<file path="src/rtl/spi_apb_xfer_sequencer.sv">
// APB master that configures the SPI APB slave (CR1/CR2/BR) and then runs each client
// byte as write DR -> poll SR for SPIF -> read DR, returning the received byte.
module spi_apb_xfer_sequencer #(
    parameter logic [7:0] CR1_INIT   = 8'h50,
    parameter logic [7:0] CR2_INIT   = 8'h00,
    parameter logic [7:0] BR_INIT    = 8'h11,
    parameter int         POLL_LIMIT = 255,
    parameter int         SPIF_BIT   = 7
) (
    input  logic       PCLK,
    input  logic       PRESETn,
    input  logic       cfg_start,
    input  logic       xfer_valid,
    input  logic [7:0] xfer_data,
    output logic       xfer_ready,
    output logic       rx_valid,
    output logic [7:0] rx_data,
    output logic       cfg_done,
    output logic       busy,
    output logic       err,
    output logic [1:0] err_code,
    output logic       PSEL,
    output logic       PENABLE,
    output logic       PWRITE,
    output logic [2:0] PADDR,
    output logic [7:0] PWDATA,
    input  logic [7:0] PRDATA,
    input  logic       PREADY,
    input  logic       PSLVERR
);

    typedef enum logic [2:0] {IDLE, CFG0, CFG1, CFG2, WR_DR, POLL, RD_DR} state_t;

    localparam logic [2:0] ADDR_CR1 = 3'd0;
    localparam logic [2:0] ADDR_CR2 = 3'd1;
    localparam logic [2:0] ADDR_BR  = 3'd2;
    localparam logic [2:0] ADDR_SR  = 3'd3;
    localparam logic [2:0] ADDR_DR  = 3'd5;

    state_t     state_q, state_d;
    logic [7:0] poll_cnt_q, poll_cnt_d;
    logic       cfg_done_q, cfg_done_d;
    logic       xfer_ready_q;
    logic       rx_valid_q, err_q, busy_q;
    logic [7:0] rx_data_q;
    logic [1:0] err_code_q;
    logic       psel_q, penable_q, pwrite_q;
    logic [2:0] paddr_q;
    logic [7:0] pwdata_q;

    logic       launch, abort, timeout, rx_fire, access_done;
    logic [2:0] setup_addr;
    logic       setup_write;
    logic [7:0] setup_wdata;

    always_comb begin
        state_d     = state_q;
        poll_cnt_d  = poll_cnt_q;
        cfg_done_d  = cfg_done_q;
        launch      = 1'b0;
        abort       = 1'b0;
        timeout     = 1'b0;
        rx_fire     = 1'b0;
        access_done = psel_q && penable_q && PREADY;
        case (state_q)
            IDLE: begin
                if (cfg_start) begin
                    state_d    = CFG0;
                    cfg_done_d = 1'b0;
                    launch     = 1'b1;
                end else if (xfer_valid && xfer_ready) begin
                    state_d = WR_DR;
                    launch  = 1'b1;
                end
            end
            default: begin
                if (access_done) begin
                    if (PSLVERR) begin
                        state_d = IDLE;
                        abort   = 1'b1;
                    end else begin
                        case (state_q)
                            CFG0: begin
                                state_d = CFG1;
                                launch  = 1'b1;
                            end
                            CFG1: begin
                                state_d = CFG2;
                                launch  = 1'b1;
                            end
                            CFG2: begin
                                state_d    = IDLE;
                                cfg_done_d = 1'b1;
                            end
                            WR_DR: begin
                                state_d    = POLL;
                                poll_cnt_d = 8'd0;
                                launch     = 1'b1;
                            end
                            POLL: begin
                                poll_cnt_d = poll_cnt_q + 8'd1;
                                if (PRDATA[SPIF_BIT]) begin
                                    state_d = RD_DR;
                                    launch  = 1'b1;
                                end else if (poll_cnt_d == 8'(POLL_LIMIT)) begin
                                    state_d = IDLE;
                                    timeout = 1'b1;
                                end else begin
                                    launch = 1'b1;
                                end
                            end
                            RD_DR: begin
                                state_d = IDLE;
                                rx_fire = 1'b1;
                            end
                            default: state_d = IDLE;
                        endcase
                    end
                end
            end
        endcase
    end

    // APB fields for the access that starts in the state being entered
    always_comb begin
        setup_addr  = 3'd0;
        setup_write = 1'b0;
        setup_wdata = 8'h00;
        case (state_d)
            CFG0:  begin setup_addr = ADDR_CR1; setup_write = 1'b1; setup_wdata = CR1_INIT;  end
            CFG1:  begin setup_addr = ADDR_CR2; setup_write = 1'b1; setup_wdata = CR2_INIT;  end
            CFG2:  begin setup_addr = ADDR_BR;  setup_write = 1'b1; setup_wdata = BR_INIT;   end
            WR_DR: begin setup_addr = ADDR_DR;  setup_write = 1'b1; setup_wdata = xfer_data; end
            POLL:  begin setup_addr = ADDR_SR;  setup_write = 1'b0; end
            RD_DR: begin setup_addr = ADDR_DR;  setup_write = 1'b0; end
            default: ;
        endcase
    end

    always_ff @(posedge PCLK or negedge PRESETn) begin
        if (!PRESETn) begin
            state_q      <= IDLE;
            poll_cnt_q   <= 8'd0;
            cfg_done_q   <= 1'b0;
            xfer_ready_q <= 1'b0;
            rx_valid_q   <= 1'b0;
            rx_data_q    <= 8'h00;
            err_q        <= 1'b0;
            err_code_q   <= 2'b00;
            busy_q       <= 1'b0;
            psel_q       <= 1'b0;
            penable_q    <= 1'b0;
            pwrite_q     <= 1'b0;
            paddr_q      <= 3'd0;
            pwdata_q     <= 8'h00;
        end else begin
            state_q      <= state_d;
            poll_cnt_q   <= poll_cnt_d;
            cfg_done_q   <= cfg_done_d;
            xfer_ready_q <= (state_d == IDLE) && cfg_done_d;
            busy_q       <= (state_d != IDLE);
            rx_valid_q   <= rx_fire;
            err_q        <= abort || timeout;
            if (rx_fire)
                rx_data_q <= PRDATA;
            if (abort)
                err_code_q <= 2'b01;
            else if (timeout)
                err_code_q <= 2'b10;
            // PWDATA doubles as the latched transmit byte for the whole DR write
            if (launch) begin
                psel_q    <= 1'b1;
                penable_q <= 1'b0;
                paddr_q   <= setup_addr;
                pwrite_q  <= setup_write;
                pwdata_q  <= setup_wdata;
            end else if (psel_q && !penable_q) begin
                penable_q <= 1'b1;
            end else if (access_done) begin
                psel_q    <= 1'b0;
                penable_q <= 1'b0;
            end
        end
    end

    // cfg_start takes priority over a waiting byte on the very same edge
    assign xfer_ready = xfer_ready_q && !cfg_start;
    assign rx_valid   = rx_valid_q;
    assign rx_data    = rx_data_q;
    assign cfg_done   = cfg_done_q;
    assign busy       = busy_q;
    assign err        = err_q;
    assign err_code   = err_code_q;
    assign PSEL       = psel_q;
    assign PENABLE    = penable_q;
    assign PWRITE     = pwrite_q;
    assign PADDR      = paddr_q;
    assign PWDATA     = pwdata_q;

endmodule
</file>
<file path="config.mk">
export PLATFORM = sky130hd
export DESIGN_NAME = spi_apb_xfer_sequencer
export DESIGN_NICKNAME = d
export VERILOG_FILES = /design/src/rtl/spi_apb_xfer_sequencer.sv
export SDC_FILE = /design/constraint.sdc
export NUM_CORES = 1
export LEC_CHECK = 0
export ABC_AREA = 1
export BUFFER_PORTS_ARGS = -buffer_cell sky130_fd_sc_hd__buf_2
export CAP_MARGIN = 40
export CORE_MARGIN = 2
export CORE_UTILIZATION = 50
export DETAILED_ROUTE_END_ITERATION = 10
export HOLD_SLACK_MARGIN = 0.05
export PLACE_DENSITY_LB_ADDON = 0.05
export SYNTH_ARGS = -nofsm -noshare
export SYNTH_HDL_FRONTEND = slang
export SYNTH_SLANG_ARGS = --single-unit
export TNS_END_PERCENT = 10
</file>
<file path="constraint.sdc">
create_clock -name PCLK -period 2.2 [get_ports PCLK]
set_clock_uncertainty 0.1 [all_clocks]
set_input_delay 0.55 -clock PCLK [delete_from_list [all_inputs] [get_ports PCLK]]
set_output_delay 0.55 -clock PCLK [all_outputs]
set_load 0.005 [all_outputs]
</file>
==> results, run 1 <==
- In this run the power density over the cells is 519 nW/um^2.
- The antenna diode count is 0.
- After filler insertion, the fill cell instance count of the layout stands at ~350.
- The die covers approximately 4400 sq um.
- The endpoint arrival time on the critical path is roughly 2.1 ns.
- The tree built by TritonCTS fans out to 40 sinks.
- Before CTS, the worst setup slack after placement is 0.144 ns.
- The maximum root-to-sink buffer count is 2.
- The number of global-route vias before repair was roughly 1600.
- The area overhead of the layout relative to synthesis is 23.9%.
- The footprint of the multi-input gates is ~800 sq um.
- Clock-pin slew was measured on the worst setup and hold paths at 0.08 ns.
- For this configuration, the core starts out at a cell density of 0.527.
- Yosys printed 0 warnings.
- The total net switching power is 278 uW.
- The share of the Yosys chip area taken by registers is 0.514.
- The largest fanout on the critical path is 5.
- The later pin in the worst-skew pair is clocked with a latency of 0.29 ns.
- The H-tree was split into 2 levels.
- The critical path is of the register to register type.
- Across the VDD grid, the largest voltage drop is between 300 and 400 uV.
- The total standard cell area after synthesis is 1950 sq um.
- In the routed layout, each cell is associated on average with a via count of 4.87.
- The category of the worst setup path capture point is a register.
- The routed wire length per instance is 11.6 um.
- The launch point of the worst reg-to-reg path is poll_cnt_q[0].
- Detailed routing placed a total of 2020 um of wire on met2.
- Averaged over all synthesized cells, the footprint is slightly above 8 sq um.
- At the end of routability-driven placement, the weighted congestion stood at 0.897.
- Summed over all layers, the global routing overflow is 0.
- The first global-routing pass estimated 6930 um of wire.
- The share of post-route cells with drive strength above 1 is 0.310.
- The tightest min-delay check is of the input port to async pin type.
- The number of nets with antenna violations after routing is 0.
- The part of the power in registers is 0.587.
- The worst slew slack as a fraction of its limit is 0.673.
- The critical path goes through ha_2 -> nand2_1 -> nor2_2 -> nand2_1 -> nand2_1 -> nand2_1 -> nor2_2 -> nand2_1 -> nand2_1 -> nand2_1 -> nand2_2 -> nand2_4 -> nor2_8 -> nand2_4 -> o21ai_1.
- The number of I/O pins is 51.
- Of the total power, the share spent switching nets is 0.223.
- Cell internal power was estimated by the tool at just under 1000 uW.
- The library cell occupying the most area in the post-synthesis netlist is sky130_fd_sc_hd__dfrtp_1.
- The cell chosen for the clock root is sky130_fd_sc_hd__clkbuf_8.
- The final routed DRC violation total is 0.
- For the pin with the worst max-slew slack, the measured transition is 0.491 ns.
- The share of total power dissipated in the clock network is 0.382.
- The placed wire-length estimate is 3120 um.
- After synthesis, the cell types taking the most area are sky130_fd_sc_hd__dfrtp_1 (51%), sky130_fd_sc_hd__nand2_1 (15%), sky130_fd_sc_hd__inv_1 (5.0%).
- The cell total after placement is between 300 and 400.
- The final layout contains routed wiring with a total length of about 4000 um.
- The most critical setup path has its startpoint at poll_cnt_q[0].
- The netlist uses 28 different library cells.
- Data on the critical path is required at its endpoint by 2.32 ns.
- The floorplan has 22 rows.
- The most repeated library cell on the critical path is sky130_fd_sc_hd__nand2_1.
- The overall via count from detail_route is about 1700.
- The number of nets in the finished design is 323.
- Counting the buffers created by CTS gives 5.
- The core region is 3690 sq um.
- Of the available clock period, the critical path in the final layout requires 0.915.
- The post-synthesis net count is 261.
- Entering global routing, the biggest net connects 22 pins.
- The run finished with clean final reports.
- The final-report hold violation count is 0.
- The die is 66.4 um wide.
- For this run, the number of standard cells in the final layout without fillers is 348.
- The number of pins with negative max-slew slack in the final report was 0.
- Setup violations remaining at the end of the flow were counted as 0.
- Across every metal layer, demand over resource in global routing totals 0.207.
- The count of port buffers added during placement is 50.
- Measured along the y axis, the die boundary spans 66.4 um.
- In this run, synthesis produced a sequential element count of 40.
- The routed length on met3 is roughly 190 um.
- The minimum clock period after layout is between 2 and 2.5 ns.
- On the worst path, the slowest cell contributes a delay of around 0.39 ns.
- The initial DRC count is 120.
- The logic gate share of total power is 0.031.
- Setup repair after global routing could not meet its margin everywhere.
- The synthesized instance count is 237.
- After layout, the worst setup slack is ~0.19 ns.
- The number of antenna violations at the first check in global routing was 0.
- The type of element launching the critical path is a register.
- The number of max-cap violations is 0.
- The timing-limited maximum frequency is 497 MHz.
- In the final layout, flip-flops and latches occupy about 1000 sq um.
- The routed metal-1 wire length is ~1700 um.
- Signal routing reaches up to met4.
- The slowest cell on the critical path is sky130_fd_sc_hd__dfrtp_1.
- Before antenna repair, the detailed router went through 4 iterations.
- TritonCTS built the clock tree.
- The total leakage power is 0.00144 uW.
- The area share of the largest cell type after synthesis is 0.514.
## cell usage in the layout, fill, tap and decap left out
cell type / netlist / layout
sky130_fd_sc_hd__o21bai_2: 1 / 1
sky130_fd_sc_hd__a21oi_2: 1 / 1
sky130_fd_sc_hd__buf_4: 1 / 7
sky130_fd_sc_hd__dfrtp_1: 40 / 40
sky130_fd_sc_hd__inv_1: 26 / 26
sky130_fd_sc_hd__nor2_2: 3 / 4
sky130_fd_sc_hd__inv_2: 5 / 4
sky130_fd_sc_hd__buf_2: 1 / 50
sky130_fd_sc_hd__ha_1: 2 / 1
sky130_fd_sc_hd__o21ai_0: 8 / 8
sky130_fd_sc_hd__clkinv_4: 0 / 1
sky130_fd_sc_hd__inv_4: 0 / 1
sky130_fd_sc_hd__o22ai_1: 6 / 6
sky130_fd_sc_hd__nor3_1: 1 / 1
sky130_fd_sc_hd__nand2_4: 2 / 4
sky130_fd_sc_hd__nand3_1: 16 / 16
sky130_fd_sc_hd__nor2_1: 17 / 16
sky130_fd_sc_hd__a21oi_1: 2 / 2
sky130_fd_sc_hd__clkinv_1: 1 / 1
sky130_fd_sc_hd__buf_12: 0 / 1
sky130_fd_sc_hd__nand4_1: 3 / 3
sky130_fd_sc_hd__nand3_2: 2 / 2
sky130_fd_sc_hd__o211a_1: 1 / 1
sky130_fd_sc_hd__nand2_2: 5 / 3
sky130_fd_sc_hd__nor2_8: 1 / 1
sky130_fd_sc_hd__o21ai_2: 4 / 4
sky130_fd_sc_hd__nor3_2: 1 / 1
sky130_fd_sc_hd__o21ai_1: 5 / 5
sky130_fd_sc_hd__o21a_1: 1 / 1
sky130_fd_sc_hd__clkbuf_8: 0 / 5
sky130_fd_sc_hd__nand2_1: 80 / 80
sky130_fd_sc_hd__ha_2: 0 / 1
sky130_fd_sc_hd__clkinv_2: 0 / 2
## worst paths after layout
path	end	slack [ns]	cells past startpoint
worst min-delay path	xfer_ready_q	0.11	1
worst min register to register	err_code[0]	0.37	2
max in group asynchronous	err_code[0]	1.42	2
min in group PCLK	rx_data[3]	0.35	3
worst max-delay path	PWDATA[5]	0.19	15
worst max register to register	PWDATA[5]	0.19	15
## kinds of logic after synthesis
group	count (synthesis)	synth area share
AO/OA/AOI/OAI	29	0.0952
adder cells (fa/ha/maj)	2	0.0129
AND/OR/NAND/NOR	131	0.304
flip-flops	40	0.514
buffers and inverters	35	0.0740
## critical path: cells and delay by family, from the launching register on
| kind | cells | cell delay (ns) |
|---|---|---|
| adders and majority gates | 1 | 0.22 |
| DFF | 1 | 0.39 |
| and+or+nand+nor | 13 | 1.09 |
| AOI/OAI and AO/OA | 1 | 0.13 |
## per-layer routing
metal	vias up	global-route usage
met5	-	0
met4	0	0.0893
met3	7	0.0443
met2	41	0.343
met1	780	0.261
li1	868	-
## final cells by class
cell class,instances,share of cell area
Sequential cell,40,0.415
Multi-Input combinational cell,162,0.339
Timing Repair Buffer,58,0.134
Inverter,32,0.0509
Clock buffer,5,0.0286
Tap cell,48,0.0249
Clock inverter,3,0.00779
## stage by stage
stage | total power, uW | hold slack (ns) | utilization | setup TNS, ns | instance area, sq um
finish | 1250 | 0.113 | 0.653 | 0 | 2410
floorplan | 750 | 0.154 | - | 0 | 1950
CTS | 1260 | 0.124 | 0.647 | 0 | 2380
global route | 1290 | 0.145 | 0.653 | -0.0141 | 2410
global placement | 789 | 0.354 | 0.623 | 0 | 2300
detailed placement | 789 | 0.355 | 0.623 | 0 | 2300
## registers in the layout (all words and copies together), names as in the netlist, 2 cells and up
signal      cells
PADDR           3
state_q         3
rx_data         8
PWDATA          8
poll_cnt_q      8
err_code        2
## power groups by stage
stage	registers (uW)	clock network (uW)	logic (uW)
after CTS	734	489	40.1
after detailed placement	749	0	39.9
final	734	478	38.2
after global placement	749	0	39.5
after global routing	734	517	43.4
after floorplan	749	0	0.562
## synthesized netlist by cell type
library cell and number:
sky130_fd_sc_hd__nand2_2 5, sky130_fd_sc_hd__ha_1 2, sky130_fd_sc_hd__o22ai_1 6, sky130_fd_sc_hd__nand2_4 2, sky130_fd_sc_hd__a21oi_2 1, sky130_fd_sc_hd__buf_2 1, sky130_fd_sc_hd__buf_6 1, sky130_fd_sc_hd__clkinv_1 1
sky130_fd_sc_hd__nor2_1 17, sky130_fd_sc_hd__dfrtp_1 40, sky130_fd_sc_hd__inv_2 5, sky130_fd_sc_hd__nor2_8 1, sky130_fd_sc_hd__nand4_1 3, sky130_fd_sc_hd__nor3_2 1, sky130_fd_sc_hd__o21bai_2 1, sky130_fd_sc_hd__o21ai_2 4
sky130_fd_sc_hd__nand3_2 2, sky130_fd_sc_hd__nor3_1 1, sky130_fd_sc_hd__nand3_1 16, sky130_fd_sc_hd__inv_1 26, sky130_fd_sc_hd__o21a_1 1, sky130_fd_sc_hd__buf_4 1, sky130_fd_sc_hd__a21oi_1 2, sky130_fd_sc_hd__o211a_1 1
sky130_fd_sc_hd__o21ai_0 8, sky130_fd_sc_hd__o21ai_1 5, sky130_fd_sc_hd__nor2_2 3, sky130_fd_sc_hd__nand2_1 80
## timing repair
action | CTS | global route
endpoints found under the hold margin | 0 | 0
gates resized for setup | 0 | 5
hold buffers | 0 | 0
setup endpoints to repair | 0 | 14
buffers inserted | 0 | 1
(Power assumes the default switching activity.)
==> run 2, diff against run 1 <==
==> constraint.sdc (replaced) <==
create_clock -name PCLK -period 2.2 [get_ports PCLK]
set_clock_uncertainty 0.1 [all_clocks]
set_input_delay 0.44 -clock PCLK [delete_from_list [all_inputs] [get_ports PCLK]]
set_output_delay 0.44 -clock PCLK [all_outputs]
set_load 0.005 [all_outputs]
==> run 2 against run 1 <==
  * Register-to-register slack lost 0.10 ns
  * Total power is 1.8% lower
  * First-iteration DRC count shrank 18%
  * Via count increased by 1.4%
  * Sequential cell count is the same
  * Highest routed layer unchanged
  * Die area stayed put
  * Non-clock buffer count did not move
  * Hold slack worse by 0.017 ns
  * Routed wire length increased by 3.3%
  * Combinational power decreased by 8.6%
==> results, run 2 (synthesized netlist as in run 1, its figures left out) <==
- The clock sink total is 40.
- The initial utilization of the core area, before any placement, comes to 0.527.
- The final-layout fill cell count is 342.
- The min-delay analysis places its worst path in the category input port to async pin.
- The initial DRC count is 98.
- The floorplan step set the die width to 66.4 um.
- The final-report hold violation count was 0.
- The overflow left after global routing is 0.
- Dividing the final minimum period by the clock period gives 0.961.
- The number of pins with negative max-slew slack in the final report is 0.
- In the final timing run, aggregate negative setup slack is 0 ns.
- The pre-antenna-repair detailed-routing pass consisted of 4 iterations.
- The routed design could run at a clock period as short as between 2 and 2.5 ns.
- The final weighted congestion in routability-driven placement is 0.920.
- Dividing the detail-routed wire length by the instance count gives around 12 um.
- The power density over the cells is about 510 nW/um^2.
- The final routed DRC violation total is 0.
- The largest fanout on the critical path is 4.
- The cell chosen for the clock root is sky130_fd_sc_hd__clkbuf_8.
- STA classifies the critical path endpoint as a register.
- In this run the standard cell core region covers 3690 sq um.
- The number of placed instances, taps included, is between 300 and 400.
- The first global-routing pass estimated around 7000 um of wire.
- The worst slew slack as a fraction of its limit is 0.676.
- The critical path in this run is classified as register to register.
- 51 I/O pins were placed.
- The library cells used most frequently in the layout, excluding fill and tap cells, are sky130_fd_sc_hd__nand2_1 (78), sky130_fd_sc_hd__buf_2 (50), sky130_fd_sc_hd__dfrtp_1 (40), sky130_fd_sc_hd__inv_1 (25).
- The placed wire-length estimate is 3050 um.
- The number of rows in the core area is 22.
- The clock-pin slew of the registers on the worst-case setup and hold paths is 0.07 ns.
- The die covers 4410 sq um.
- The number of nets with antenna violations after routing is 0.
- The worst setup path is launched from a register.
- At the end of the flow, the number of nets in the layout was 323.
- The H-tree level count is 2.
- The maximum root-to-sink buffer count is 2.
- Setup repair after global routing could not meet its margin everywhere.
- The number of max-cap violations is 0.
- The post-layout worst setup margin is around 0.085 ns.
- Data arrives at the worst endpoint at ~2.2 ns.
- The area overhead of the layout relative to synthesis is 24.5%.
- Port buffering added 50 buffers.
- Of the cells placed in the final design, the portion with a size suffix greater than 1 is 0.321.
- The vertical die dimension is ~66 um.
- The clock latency on the worst-skew pair is just under 0.3 ns.
- The total leakage power is 0.00145 uW.
- The number of global-route vias before repair was between 1500 and 2000.
- The number of clock buffers added by TritonCTS is 5.
- The number of antenna violations at the first check in global routing is 0.
- The peak supply drop is 315 uV.
- The post-layout instance count excluding filler cells is 347.
- For this run, the top clock speed supported by timing is 473 MHz.
- The total design power is 1230 uW.
- The post-detailed-route via-to-cell ratio is a little under 5.
- The worst slack after detailed placement is 0.134 ns.
- The maximum number of pins on one net before global-route repair is 41.
- The final layout contains routed wiring with a total length of 4160 um.
- The CTS tree is yes.
- Buffers inserted to repair hold after CTS numbered 0.
- At the worst endpoint, the required time is 2.32 ns.
- The final-report setup violation count is 0.
- For the pin with the worst max-slew slack, the measured transition is 0.486 ns.
- The flow ran to the end, and the final reports show no timing, DRC or antenna violations.
- The combined global-route utilization of all metal layers is 0.212.
- The overall via count from detail_route is 1719.
- The antenna diode count is 0.
- The commonest non-fill, non-tap cell in the layout is sky130_fd_sc_hd__nand2_1.
## run 2: layer usage
| metal | vias up | wire length (um) | track usage |
|---|---|---|---|
| met5 | - | 0 | 0 |
| met3 | 11 | 194 | 0.0596 |
| li1 | 877 | - | - |
| met4 | 0 | 89 | 0.0791 |
| met2 | 49 | 2070 | 0.365 |
| met1 | 782 | 1810 | 0.250 |
## run 2: final cells by class
type,instances,area (sq um),share of cell area
Clock inverter,2,12.5,0.00517
Timing Repair Buffer,58,318,0.131
Multi-Input combinational cell,162,840,0.347
Tap cell,48,60.1,0.0248
Clock buffer,5,68.8,0.0284
Sequential cell,40,1000,0.413
Inverter,32,123,0.0506
## run 2: metrics by stage
step	hold slack [ns]	util	cell area, sq um
floorplan	0.0444	-	1950
global placement	0.353	0.619	2280
detailed placement	0.356	0.619	2280
CTS	0.112	0.641	2370
global route	0.146	0.657	2420
finish	0.0960	0.657	2420
## run 2: path summary, 6_finish.rpt
kind	startpoint	endpoint	slack (ns)	cells after the start
max	poll_cnt_q[0]	PWDATA[0]	0.09	15
min	PRESETn	PWDATA[0]	0.1	2
max reg2reg	poll_cnt_q[0]	PWDATA[0]	0.09	15
min reg2reg	PWRITE	PWRITE	0.38	2
max in group asynchronous	PRESETn	poll_cnt_q[0]	1.56	2
min in group PCLK	PRDATA[1]	rx_data[1]	0.24	3
## run 2: critical path, cell delays in order, from the launching register on
cell and delay (ns):
sky130_fd_sc_hd__dfrtp_1 0.44, sky130_fd_sc_hd__buf_6 0.14, sky130_fd_sc_hd__inv_2 0.06, sky130_fd_sc_hd__ha_1 0.13, sky130_fd_sc_hd__inv_1 0.04, sky130_fd_sc_hd__nor2_1 0.13
sky130_fd_sc_hd__nand3_1 0.12, sky130_fd_sc_hd__nor2_2 0.14, sky130_fd_sc_hd__nand2_1 0.07, sky130_fd_sc_hd__nand2_1 0.06, sky130_fd_sc_hd__nand2_1 0.06, sky130_fd_sc_hd__nand2_2 0.11
sky130_fd_sc_hd__nand2_4 0.09, sky130_fd_sc_hd__nor2_8 0.12, sky130_fd_sc_hd__nand3_1 0.11, sky130_fd_sc_hd__a21oi_2 0.13
## run 2: power by group
group	switching, uW	internal, uW
clock	244	215
sequential	0	735
combinational	20.6	14.3
## run 2: what timing repair did
action                                  4_1_cts  5_1_grt
gates resized for setup                       0       13
endpoints found under the setup margin        0       15
buffers inserted                              0        1
==> run 3, diff against run 2 <==
Settings changed: ABC_AREA 1 to unset.
==> run 3 against run 2 <==
  * Critical path depth fell by 5
  * Worst setup slack got worse by 0.0045 ns
  * Sequential cell count did not move
  * Total power rose by 96%
  * Sequential power rose by 39%
  * Design area rose by 0.41%
  * Routed wire length rose by 3.9%
  * Hold slack got worse by 0.0063 ns
  * Cell count fell by 6.3%
  * First-iteration DRC count rose by 17%
  * Largest power group unchanged
  * Highest routed layer unchanged
==> results, run 3 <==
- The run finished with clean final reports.
- The count of yosys warnings during synthesis is 0.
- During placement, the flow inserted port buffers numbering 50.
- Of the total synthesized cell area, the portion taken by AND, OR, NAND and NOR gates is 0.254.
- Yosys mapped the design onto 37 distinct sky130hd cell types.
- The parity-gate share of the synthesized area counting xor and xnor cells is 0.0183.
- The endpoint arrival time on the critical path is 2.24 ns.
- The top flip-flop cell by instance count after synthesis is sky130_fd_sc_hd__dfrtp_1.
- The slowest cell on the critical path is sky130_fd_sc_hd__dfrtp_1.
- The congestion estimate from routability-driven global placement came to about 0.8.
- The overflow left after global routing is 0.
- For this run, asynchronously set or reset flops after synthesis account for 1.00.
- By count the netlist is led by sky130_fd_sc_hd__nand2_1 (60), sky130_fd_sc_hd__dfrtp_1 (40), sky130_fd_sc_hd__o21ai_0 (16).
- The first-pass GRT wire length is between 7000 and 8000 um.
- After detailed routing, the number of remaining DRC violations is 0.
- The area of all placed cells without fillers is 2430 sq um.
- The initial DRC count is approximately 120.
- The number of clock buffers inserted by TritonCTS is 5.
- The share of synthesized area in the top cell type comes to 0.523.
- The worst register-to-register path has a setup slack of 0.08 ns.
- The routed design has 4320 um of wire.
- The worst setup path is launched from a register.
- The vertical die dimension is 65.9 um.
- The clock sink total is 40.
- The number of antenna diodes in the final layout is 0.
- The number of buffers added to fix hold violations after cts is 0.
- The number of I/O pins is 51.
- For this run, the share of the core covered by cells in the final layout is 0.664.
- The number of rows in the core area is 22.
- The final-report hold violation count was 0.
- After layout, the worst setup slack is a little over 0.08 ns.
- In this run the static leakage power is 0.00124 uW.
- The number of global-route vias before repair was 1575.
- Headroom to the max-slew limit came out at 0.647.
- Of the total synthesized cell area, the portion taken by full adders, half adders and majority gates is 0.0131.
- The synthesized-area fraction occupied by ao, oa, aoi and oai cells came to 0.160.
- After synthesis, the largest family of logic cells by area is simple AND/OR/NAND/NOR gates.
- Measured against the total synthesized area, the mux share comes to 0.
- The H-tree was split into 2 levels.
- STA puts the critical path data required time at 2.32 ns.
- The slew at the pin closest to its max-slew limit is 0.530 ns.
- The largest fanout on the critical path is 6.
- The overall via count from detail_route is 1702.
- The clock latency on the worst-skew pair is 0.29 ns.
- Entering global routing, the biggest net connects 41 pins.
- The smallest hold slack is about 0.090 ns.
- Setup repair after global routing could not meet its margin everywhere.
- The most used standard cell by instance count after synthesis is sky130_fd_sc_hd__nand2_1.
- The routed wire length per instance is 13.3 um.
- The share of post-route cells with drive strength above 1 is 0.300.
- Summed over all failing endpoints, the final setup total negative slack is 0 ns.
- The starting density of the core is 0.523.
- Traced cell by cell, the critical path runs through buf_4 -> inv_1 -> ha_1 -> nand2_1 -> nor3_2 -> o2111ai_1 -> a21oi_4 -> nand3_1 -> a21boi_1 -> o21ai_1.
- The sequential element share of the synthesized area is 0.523.
- The floorplan step defined a die boundary enclosing around 4300 sq um.
- The die is 65.9 um wide.
- The tree is rooted in a sky130_fd_sc_hd__clkbuf_8.
- The area overhead of the layout relative to synthesis is 27.1%.
- Dividing the synthesized area by the synthesized cell count gives 8.90 sq um.
- The library cell occupying the most area in the post-synthesis netlist is sky130_fd_sc_hd__dfrtp_1.
- The post-synthesis net count is 239.
- In the routed layout, each cell is associated on average with a via count of 5.24.
- For this run, the total global-route usage over all layers was measured as 0.219.
- No sink is reached through more buffers than the 2 on the longest clock path.
- In this run the standard cell core region covers about 3700 sq um.
- The worst slack after detailed placement is 0.0219 ns.
- Across the run, the number of max-cap violations was 0.
- The worst setup path is captured at a register.
- In the layout the commonest cells are sky130_fd_sc_hd__nand2_1 (60), sky130_fd_sc_hd__buf_2 (50), sky130_fd_sc_hd__dfrtp_1 (40), sky130_fd_sc_hd__o21ai_0 (16), sky130_fd_sc_hd__nor2_1 (15).
- The total cell area at the placement stage is 2270 sq um.
- The HPWL after detailed placement is 3040 um.
- The number of antenna violations at the first check in global routing is 0.
- The number of pins with negative max-slew slack in the final report is 0.
- After the last flow step, the layout net total stands at 300.
- Yosys mapped a number of flops with a built-in enable equal to 0.
- Once detail routing completed, the nets flagged for antenna violations numbered 0.
- After clock tree synthesis, the clock-pin slew on the worst setup and hold paths is 0.08 ns.
- Leaving out fill and tap cells, the most frequent cell in the layout is sky130_fd_sc_hd__nand2_1.
- The cell area that synthesis handed to floorplanning was 1910 sq um.
- The timing-limited maximum frequency is about 470 MHz.
- The synthesized flop and latch total is 40.
- The first TritonRoute pass finished after 4 iterations.
- In this run the worst hold path is classified as input port to async pin.
- The CTS tree is yes.
- The synthesized instance count is 215.
- By area the synthesized netlist is led by sky130_fd_sc_hd__dfrtp_1 (52%), sky130_fd_sc_hd__nand2_1 (12%), sky130_fd_sc_hd__o21ai_0 (4.2%).
- The smallest clock period supported by the final layout is computed as 2.12 ns.
- Measured in cells, the most critical reg-to-reg path has a length of 10.
- In this run the power density over the cells is just under 1000 nW/um^2.
- The peak supply drop is 659 uV.
- The fraction of the cycle the final worst path needs is 0.963.
- The critical path is of the register to register type.
- The highest cell delay on the worst timing path is 0.41 ns.
- Setup violations remaining at the end of the flow were counted as 0.
[run 3: cell types whose count changed in the layout (fill, tap and decap cells not counted), moves of 4 or more]
cell	delta
sky130_fd_sc_hd__inv_1	-20
sky130_fd_sc_hd__nand2_1	-18
sky130_fd_sc_hd__nand3_1	-8
sky130_fd_sc_hd__o21ai_0	+8
sky130_fd_sc_hd__o22ai_1	-6
sky130_fd_sc_hd__buf_4	+5
sky130_fd_sc_hd__inv_2	-5
sky130_fd_sc_hd__nand2_4	-5
sky130_fd_sc_hd__nor3_1	+5
sky130_fd_sc_hd__o21ai_2	-5
sky130_fd_sc_hd__nor2_2	-4
sky130_fd_sc_hd__nor2b_1	+4
[run 3: final timing paths]
path,from,to
max in group asynchronous,PRESETn,rx_data[0]
min,PRESETn,poll_cnt_q[2]
max reg2reg,poll_cnt_q[0],PWDATA[6]
min reg2reg,rx_data[1],rx_data[1]
min in group PCLK,PRDATA[2],rx_data[2]
max,poll_cnt_q[0],PWDATA[6]
[run 3: report_power, final]
part           total [uW]  switching (uW)  internal, uW
logic                 858             489           369
clock network         521             267           254
registers            1020             148           874
[run 3: final cells by class]
class	instances	area [sq um]
fill	319	1230
timing repair buffer	61	333
clock buffer	6	82.6
inverter	7	27.5
tap	48	60.1
clock inverter	2	15.0
sequential	40	1000
multi-input combinational	161	913
[run 3: timing repair]
item,in CTS,in global routing
buffers inserted,0,1
endpoints found under the setup margin,0,12
resized for setup,0,11
[run 3: logic make-up after synthesis]
family | after synthesis
AND/OR/NAND/NOR | 109
adder cells (fa/ha/maj) | 2
buffers and inverters | 14
flip-flops | 40
AO/OA/AOI/OAI | 46
XOR/XNOR | 4
[run 3: routing by layer]
layer / global-route usage / wire (um) / vias to the layer above
li1: - / - / 845
met4: 0.0859 / 51 / 0
met5: 0 / 0 / -
met1: 0.307 / 2070 / 808
met2: 0.340 / 2020 / 44
met3: 0.0358 / 179 / 5
[run 3: stage by stage]
| stage | power, uW | instances |
|---|---|---|
| floorplan | 1560 | 215 |
| global placement | 1850 | 316 |
| detailed placement | 1870 | 316 |
| CTS | 2390 | 324 |
| global route | 2580 | 325 |
| finish | 2400 | 325 |
[run 3: critical path, delay by kind of cell, from the launching register on]
kind | cells | cell delay (ns)
buffers and inverters | 2 | 0.21
AOI/OAI and AO/OA | 4 | 0.80
and+or+nand+nor | 3 | 0.40
adders and majority gates | 1 | 0.13
DFF | 1 | 0.41
